File: src/rtl/load_store_unit.sv
// Data-memory initiator: one load/store at a time, byte-enabled word bus,
// extended load results, word-crossing accesses split into two beats.
module load_store_unit #(
  parameter int SIZE = 32
) (
  input  logic            clk,
  input  logic            rst,
  input  logic            req_valid,
  output logic            req_ready,
  input  logic            req_write,
  input  logic [1:0]      req_size,
  input  logic            req_unsigned,
  input  logic [SIZE-1:0] req_addr,
  input  logic [SIZE-1:0] req_wdata,
  output logic            resp_valid,
  output logic [SIZE-1:0] resp_rdata,
  output logic            resp_error,
  output logic            mem_req,
  output logic            mem_we,
  output logic [SIZE-1:0] mem_addr,
  output logic [3:0]      mem_be,
  output logic [SIZE-1:0] mem_wdata,
  input  logic            mem_ack,
  input  logic [SIZE-1:0] mem_rdata
);

  typedef enum logic [1:0] {IDLE, BEAT0, BEAT1, RESP} state_t;

  state_t            state_q;
  logic              write_q;
  logic [1:0]        size_q;
  logic              uns_q;
  logic [1:0]        off_q;
  logic              split_q;
  logic [3:0]        be_hi_q;
  logic [SIZE-1:0]   wdata_q;
  logic [SIZE-1:0]   rd0_q;

  logic              mem_req_q;
  logic              mem_we_q;
  logic [SIZE-1:0]   mem_addr_q;
  logic [3:0]        mem_be_q;
  logic [SIZE-1:0]   mem_wdata_q;
  logic              resp_valid_q;
  logic [SIZE-1:0]   resp_rdata_q;
  logic              resp_error_q;

  logic [3:0]        in_mask;
  logic [2:0]        in_nb;
  logic [7:0]        in_be8;
  logic              in_split;
  logic [5:0]        hi_sh;

  always_comb begin
    in_mask = 4'b1111;
    in_nb   = 3'd4;
    unique case (req_size)
      2'b00: begin
        in_mask = 4'b0001;
        in_nb   = 3'd1;
      end
      2'b01: begin
        in_mask = 4'b0011;
        in_nb   = 3'd2;
      end
      default: ;
    endcase
    in_be8   = {4'b0000, in_mask} << req_addr[1:0];
    in_split = ({1'b0, req_addr[1:0]} + in_nb) > 3'd4;
  end

  // Second beat carries the bytes that spilled past the word boundary.
  assign hi_sh = {3'd4 - {1'b0, off_q}, 3'b000};

  function automatic logic [SIZE-1:0] merge(
    input logic [SIZE-1:0] lo,
    input logic [SIZE-1:0] hi
  );
    logic [SIZE-1:0] raw;
    logic [SIZE-1:0] res;
    raw = SIZE'({hi, lo} >> {off_q, 3'b000});
    unique case (size_q)
      2'b00:   res = {{24{~uns_q & raw[7]}}, raw[7:0]};
      2'b01:   res = {{16{~uns_q & raw[15]}}, raw[15:0]};
      default: res = raw;
    endcase
    if (write_q) res = '0;
    return res;
  endfunction

  always_ff @(posedge clk or posedge rst) begin
    if (rst) begin
      state_q      <= IDLE;
      write_q      <= 1'b0;
      size_q       <= 2'b00;
      uns_q        <= 1'b0;
      off_q        <= 2'b00;
      split_q      <= 1'b0;
      be_hi_q      <= 4'b0000;
      wdata_q      <= '0;
      rd0_q        <= '0;
      mem_req_q    <= 1'b0;
      mem_we_q     <= 1'b0;
      mem_addr_q   <= '0;
      mem_be_q     <= 4'b0000;
      mem_wdata_q  <= '0;
      resp_valid_q <= 1'b0;
      resp_rdata_q <= '0;
      resp_error_q <= 1'b0;
    end else begin
      unique case (state_q)
        IDLE: begin
          if (req_valid) begin
            write_q <= req_write;
            size_q  <= req_size;
            uns_q   <= req_unsigned;
            off_q   <= req_addr[1:0];
            split_q <= in_split;
            be_hi_q <= in_be8[7:4];
            wdata_q <= req_wdata;
            if (req_size == 2'b11) begin
              state_q      <= RESP;
              resp_valid_q <= 1'b1;
              resp_error_q <= 1'b1;
              resp_rdata_q <= '0;
            end else begin
              state_q     <= BEAT0;
              mem_req_q   <= 1'b1;
              mem_we_q    <= req_write;
              mem_addr_q  <= {req_addr[SIZE-1:2], 2'b00};
              mem_be_q    <= in_be8[3:0];
              mem_wdata_q <= req_wdata << {req_addr[1:0], 3'b000};
            end
          end
        end
        BEAT0: begin
          if (mem_ack) begin
            rd0_q     <= mem_rdata;
            mem_req_q <= 1'b0;
            if (split_q) begin
              state_q     <= BEAT1;
              mem_addr_q  <= mem_addr_q + SIZE'(4);
              mem_be_q    <= be_hi_q;
              mem_wdata_q <= wdata_q >> hi_sh;
            end else begin
              state_q      <= RESP;
              resp_valid_q <= 1'b1;
              resp_error_q <= 1'b0;
              resp_rdata_q <= merge(mem_rdata, '0);
            end
          end
        end
        BEAT1: begin
          // First BEAT1 cycle is the mandatory low gap on mem_req.
          if (!mem_req_q) begin
            mem_req_q <= 1'b1;
          end else if (mem_ack) begin
            mem_req_q    <= 1'b0;
            state_q      <= RESP;
            resp_valid_q <= 1'b1;
            resp_error_q <= 1'b0;
            resp_rdata_q <= merge(rd0_q, mem_rdata);
          end
        end
        RESP: begin
          state_q      <= IDLE;
          resp_valid_q <= 1'b0;
          resp_error_q <= 1'b0;
          resp_rdata_q <= '0;
        end
      endcase
    end
  end

  assign req_ready  = (state_q == IDLE) && !rst;
  assign resp_valid = resp_valid_q;
  assign resp_rdata = resp_rdata_q;
  assign resp_error = resp_error_q;
  assign mem_req    = mem_req_q;
  assign mem_we     = mem_we_q;
  assign mem_addr   = mem_addr_q;
  assign mem_be     = mem_be_q;
  assign mem_wdata  = mem_wdata_q;

endmodule
File: config.mk
export PLATFORM = sky130hd
export DESIGN_NAME = load_store_unit
export DESIGN_NICKNAME = d
export VERILOG_FILES = /design/src/rtl/load_store_unit.sv
export SDC_FILE = /design/constraint.sdc
export NUM_CORES = 1
export LEC_CHECK = 0
export BUFFER_PORTS_ARGS = -buffer_cell sky130_fd_sc_hd__buf_2
export CORE_MARGIN = 10
export CORE_UTILIZATION = 56
export DETAILED_ROUTE_END_ITERATION = 6
export PLACE_DENSITY = 0.89
export SKIP_LAST_GASP = 1
export SLEW_MARGIN = 20
export SYNTH_ARGS = -nofsm -noshare
export SYNTH_HDL_FRONTEND = slang
export SYNTH_SLANG_ARGS = --single-unit
File: constraint.sdc
create_clock -name clk -period 6.1 [get_ports clk]
set_input_delay 0.61 -clock clk [delete_from_list [all_inputs] [get_ports clk]]
set_output_delay 0.61 -clock clk [all_outputs]
set_load 0.01 [all_outputs]
==> flow_metrics.env <==
export IMPL_initialDrtViolationCount=1063
export IMPL_io_buffers=206
export IMPL_seq_area_frac_synth_pct=42.4
export IMPL_wl_um=32100
export IMPL_leakagePower_nw=5.59
export IMPL_fmax_mhz=255
export IMPL_status="finished, final reports clean"
export IMPL_cts_root_buf="clkbuf_16"
export IMPL_finalPower_w=0.00679
export IMPL_async_reset_ff_share_pct=100
export IMPL_synth_compound_gate_area_share_pct=17.3
export IMPL_grt_pass1_wl_um=50300
export IMPL_maxCapViolations=0
export IMPL_cp_endpoint="mem_wdata[29]$_DFFE_PP0P_"
export IMPL_die_h_um=157
export IMPL_period_share_pct=64.3
export IMPL_ir_drop_mv=0.345
export IMPL_synth_cells=1060
export IMPL_rows=50
export IMPL_cts_sinks=178
export IMPL_synth_top_family_by_area="multiplexers"
export IMPL_synth_seq_cells=178
export IMPL_finalHoldViolations=0
export IMPL_synth_simple_area_share_pct=12.8
export IMPL_r2r_end="mem_wdata[29]$_DFFE_PP0P_"
export IMPL_min_path_type="input port to asynchronous set/reset pin"
export IMPL_ctsResizeCount=0
export IMPL_slew_violations=0
export IMPL_place_ws_ns=2.30
export IMPL_critPathLaunchType="flop"
export IMPL_setup_viol=0
export IMPL_cts_hold_buf=0
export IMPL_rsz0062_at_grt="no"
export IMPL_synth_xor_area_share_pct=0.0834
export IMPL_drc=0
export IMPL_netlist_cell_type_count=66
export IMPL_fin_area_um2=12100
export IMPL_crit_fanout=52
export IMPL_power_density_nw_per_um2=559
export IMPL_setup_ws_ns=2.17
export IMPL_synthFlopType="dfrtp_1"
export IMPL_core_area_um2=18600
export IMPL_dr_pass1_iters=7
export IMPL_detailed_place_hpwl_um=21900
export IMPL_worst_pin_slew_ns=1.12
export IMPL_synthAdderAreaFrac_pct=1.26
export IMPL_grt_pass1_vias=9392
export IMPL_yosysWarnings=0
export IMPL_layout_nets=1324
export IMPL_synthMuxAreaShare_pct=21.7
export IMPL_syn_avg_cell_area_um2=9.90
export IMPL_cts_tree="yes"
export IMPL_vias=9515
export IMPL_rr_startpoint="state_q[1]$_DFFE_PP0P_"
export IMPL_cts_inserted_buffers=17
export IMPL_routedWlPerCell_um=22.0
export IMPL_final_setup_tns_ns=0
export IMPL_drive_gt1_share_pct=31.3
export IMPL_relSlewSlack_pct=24.9
export IMPL_syn_area_um2=10500
export IMPL_place_area_um2=11500
export IMPL_grt_max_degree=116
export IMPL_worstSetupStartpoint="state_q[1]$_DFFE_PP0P_"
export IMPL_grt_use_total_pct=25.6
export IMPL_fp_dieW_um=157
export IMPL_cts_post_setup_buffers_inserted=0
export IMPL_worst_r2r_setup_slack_ns=2.17
export IMPL_fin_skew_ns=0.0105
export IMPL_gp_congestion=0.901
export IMPL_area_delta_synth_final_pct=15.6
export IMPL_max_clock_path_buffers=2
export IMPL_path_clk_slew_ns=0.08
export IMPL_ios=209
export IMPL_initial_utilization_pct=56.5
export IMPL_clk_latency_ns=0.44
export IMPL_reg2regPathDepth=7
export IMPL_critical_path_arrival_ns=4.30
export IMPL_crit_type="flop to flop"
export IMPL_overflow=0
export IMPL_final_antenna_net_count=0
export IMPL_via_per_inst=6.53
export IMPL_htreeDepth=4
export IMPL_finalCriticalPeriod_ns=3.93
export IMPL_worst_hold_slack_ns=0.316
export IMPL_antenna_found_initial=1
export IMPL_synth_edff_count=0
export IMPL_die_area_um2=24600
export IMPL_required_ns=6.47
export IMPL_cp_end_kind="flop"
-- critical path, cell delays in order, from the launching register on --
cell      delay [ns]
dfrtp_1         0.43
inv_1           0.13
ha_2            0.81
inv_2           0.52
or3_1           0.82
nor2_1          0.80
a221oi_1        0.21
nor2_1          0.13
-- per-stage QoR --
stage / utilization [%] / instances
final: 65.3 / 1458
after global routing: 65.3 / 1457
after CTS: 65.3 / 1457
after detailed placement: 62.2 / 1425
after global placement: 62.2 / 1425
after floorplan: - / 1061
-- power by group --
| part | switching, W | internal (W) |
|---|---|---|
| Clock | 0.000535 | 0.000582 |
| Combinational | 0.00194 | 0.00143 |
| Sequential | 0.000554 | 0.00175 |
| Total | 0.00302 | 0.00376 |
-- cell type report --
cell class | count | area [um2]
Inverter | 26 | 105
Fill cell | 1448 | 6440
Timing Repair Buffer | 214 | 1090
Multi-Input combinational cell | 773 | 5600
Clock inverter | 15 | 159
Tap cell | 234 | 293
Clock buffer | 17 | 425
Sequential cell | 178 | 4460
Antenna cell | 1 | 2.50
-- how the worst min path moves through the flow --
stage | endpoint | cells after the start | from
2_1_floorplan | be_hi_q[0]$_DFFE_PP0P_ | 1 | be_hi_q[0]$_DFFE_PP0P_
5_1_grt | mem_addr[10]$_DFFE_PP0P_ | 2 | rst
6_report | mem_addr[10]$_DFFE_PP0P_ | 2 | rst
3_3_place_gp | be_hi_q[1]$_DFFE_PP0P_ | 1 | be_hi_q[1]$_DFFE_PP0P_
4_1_cts | uns_q$_DFFE_PP0P_ | 2 | req_unsigned
3_5_place_dp | resp_rdata[7]$_DFFE_PP0P_ | 1 | resp_rdata[7]$_DFFE_PP0P_
-- synth_stat cells, types with 4 or more instances --
cell type,instances,area (um2)
o21ai_0,51,255
and2_1,4,25.0
mux2i_1,62,621
a221oi_1,15,131
o2111ai_1,4,35.0
mux4_2,26,586
a2111oi_0,9,78.8
or3_1,4,25.0
a22o_1,9,78.8
o22ai_1,33,206
nand4_1,6,37.5
nand3_1,24,120
ha_1,9,113
mux2_2,95,1070
a311oi_1,4,35.0
dfrtp_1,178,4450
nor2_1,80,300
clkbuf_1,44,165
a2bb2oi_1,4,35.0
and3_1,8,50.1
a21oi_1,86,430
buf_2,24,120
inv_1,24,90.1
nor3_1,9,45.0
buf_1,12,45.0
a21o_1,12,90.1
and4_1,5,43.8
nand2b_1,7,43.8
o21ai_1,9,45.0
a31oi_1,8,50.1
nor2b_1,6,37.5
a211o_1,15,131
nand2_1,126,473
-- logic make-up (layout without fill, tap and decap cells) --
group	after synthesis	in the layout
and+or+nand+nor	295	295
AOI/OAI and AO/OA	282	282
other	1	3
xor gates and xnor gates	1	1
buffers and inverters	110	272
adders and majority gates	10	10
DFF	178	178
muxes	183	183
-- cell usage in the layout, fill, tap and decap left out, drive strengths merged, types with 7 or more instances in the layout --
master | synthesis | layout
a21oi | 86 | 86
o22ai | 33 | 33
ha | 9 | 9
o21ai | 60 | 60
buf | 40 | 214
and3 | 8 | 8
nand2b | 7 | 7
a211o | 15 | 15
inv | 26 | 36
a21o | 12 | 12
mux2 | 95 | 95
nand3 | 24 | 24
dfrtp | 178 | 178
nor2 | 80 | 80
a22o | 9 | 9
a221oi | 15 | 15
a31oi | 8 | 8
a2111oi | 9 | 9
nor3 | 10 | 10
mux2i | 62 | 62
mux4 | 26 | 26
clkbuf | 44 | 17
nand2 | 126 | 126
-- layer usage --
metal / GRT usage (%) / up-vias / wire length (um)
li1: - / 4210 / -
met1: 31.8 / 4637 / 12300
met2: 41.2 / 581 / 15700
met3: 7.10 / 87 / 3040
met4: 10.3 / 0 / 1130
met5: 0 / - / 0
-- flip-flops by register name, indices dropped and copies added, names as in the netlist --
signal	flops
mem_addr	30
rd0_q	32
mem_req	1
be_hi_q	3
resp_valid	1
mem_wdata	32
uns_q	1
state_q	2
mem_we	1
wdata_q	32
off_q	2
mem_be	4
resp_error	1
resp_rdata	32
write_q	1
split_q	1
size_q	2
Power figures use the tool's default switching activity.
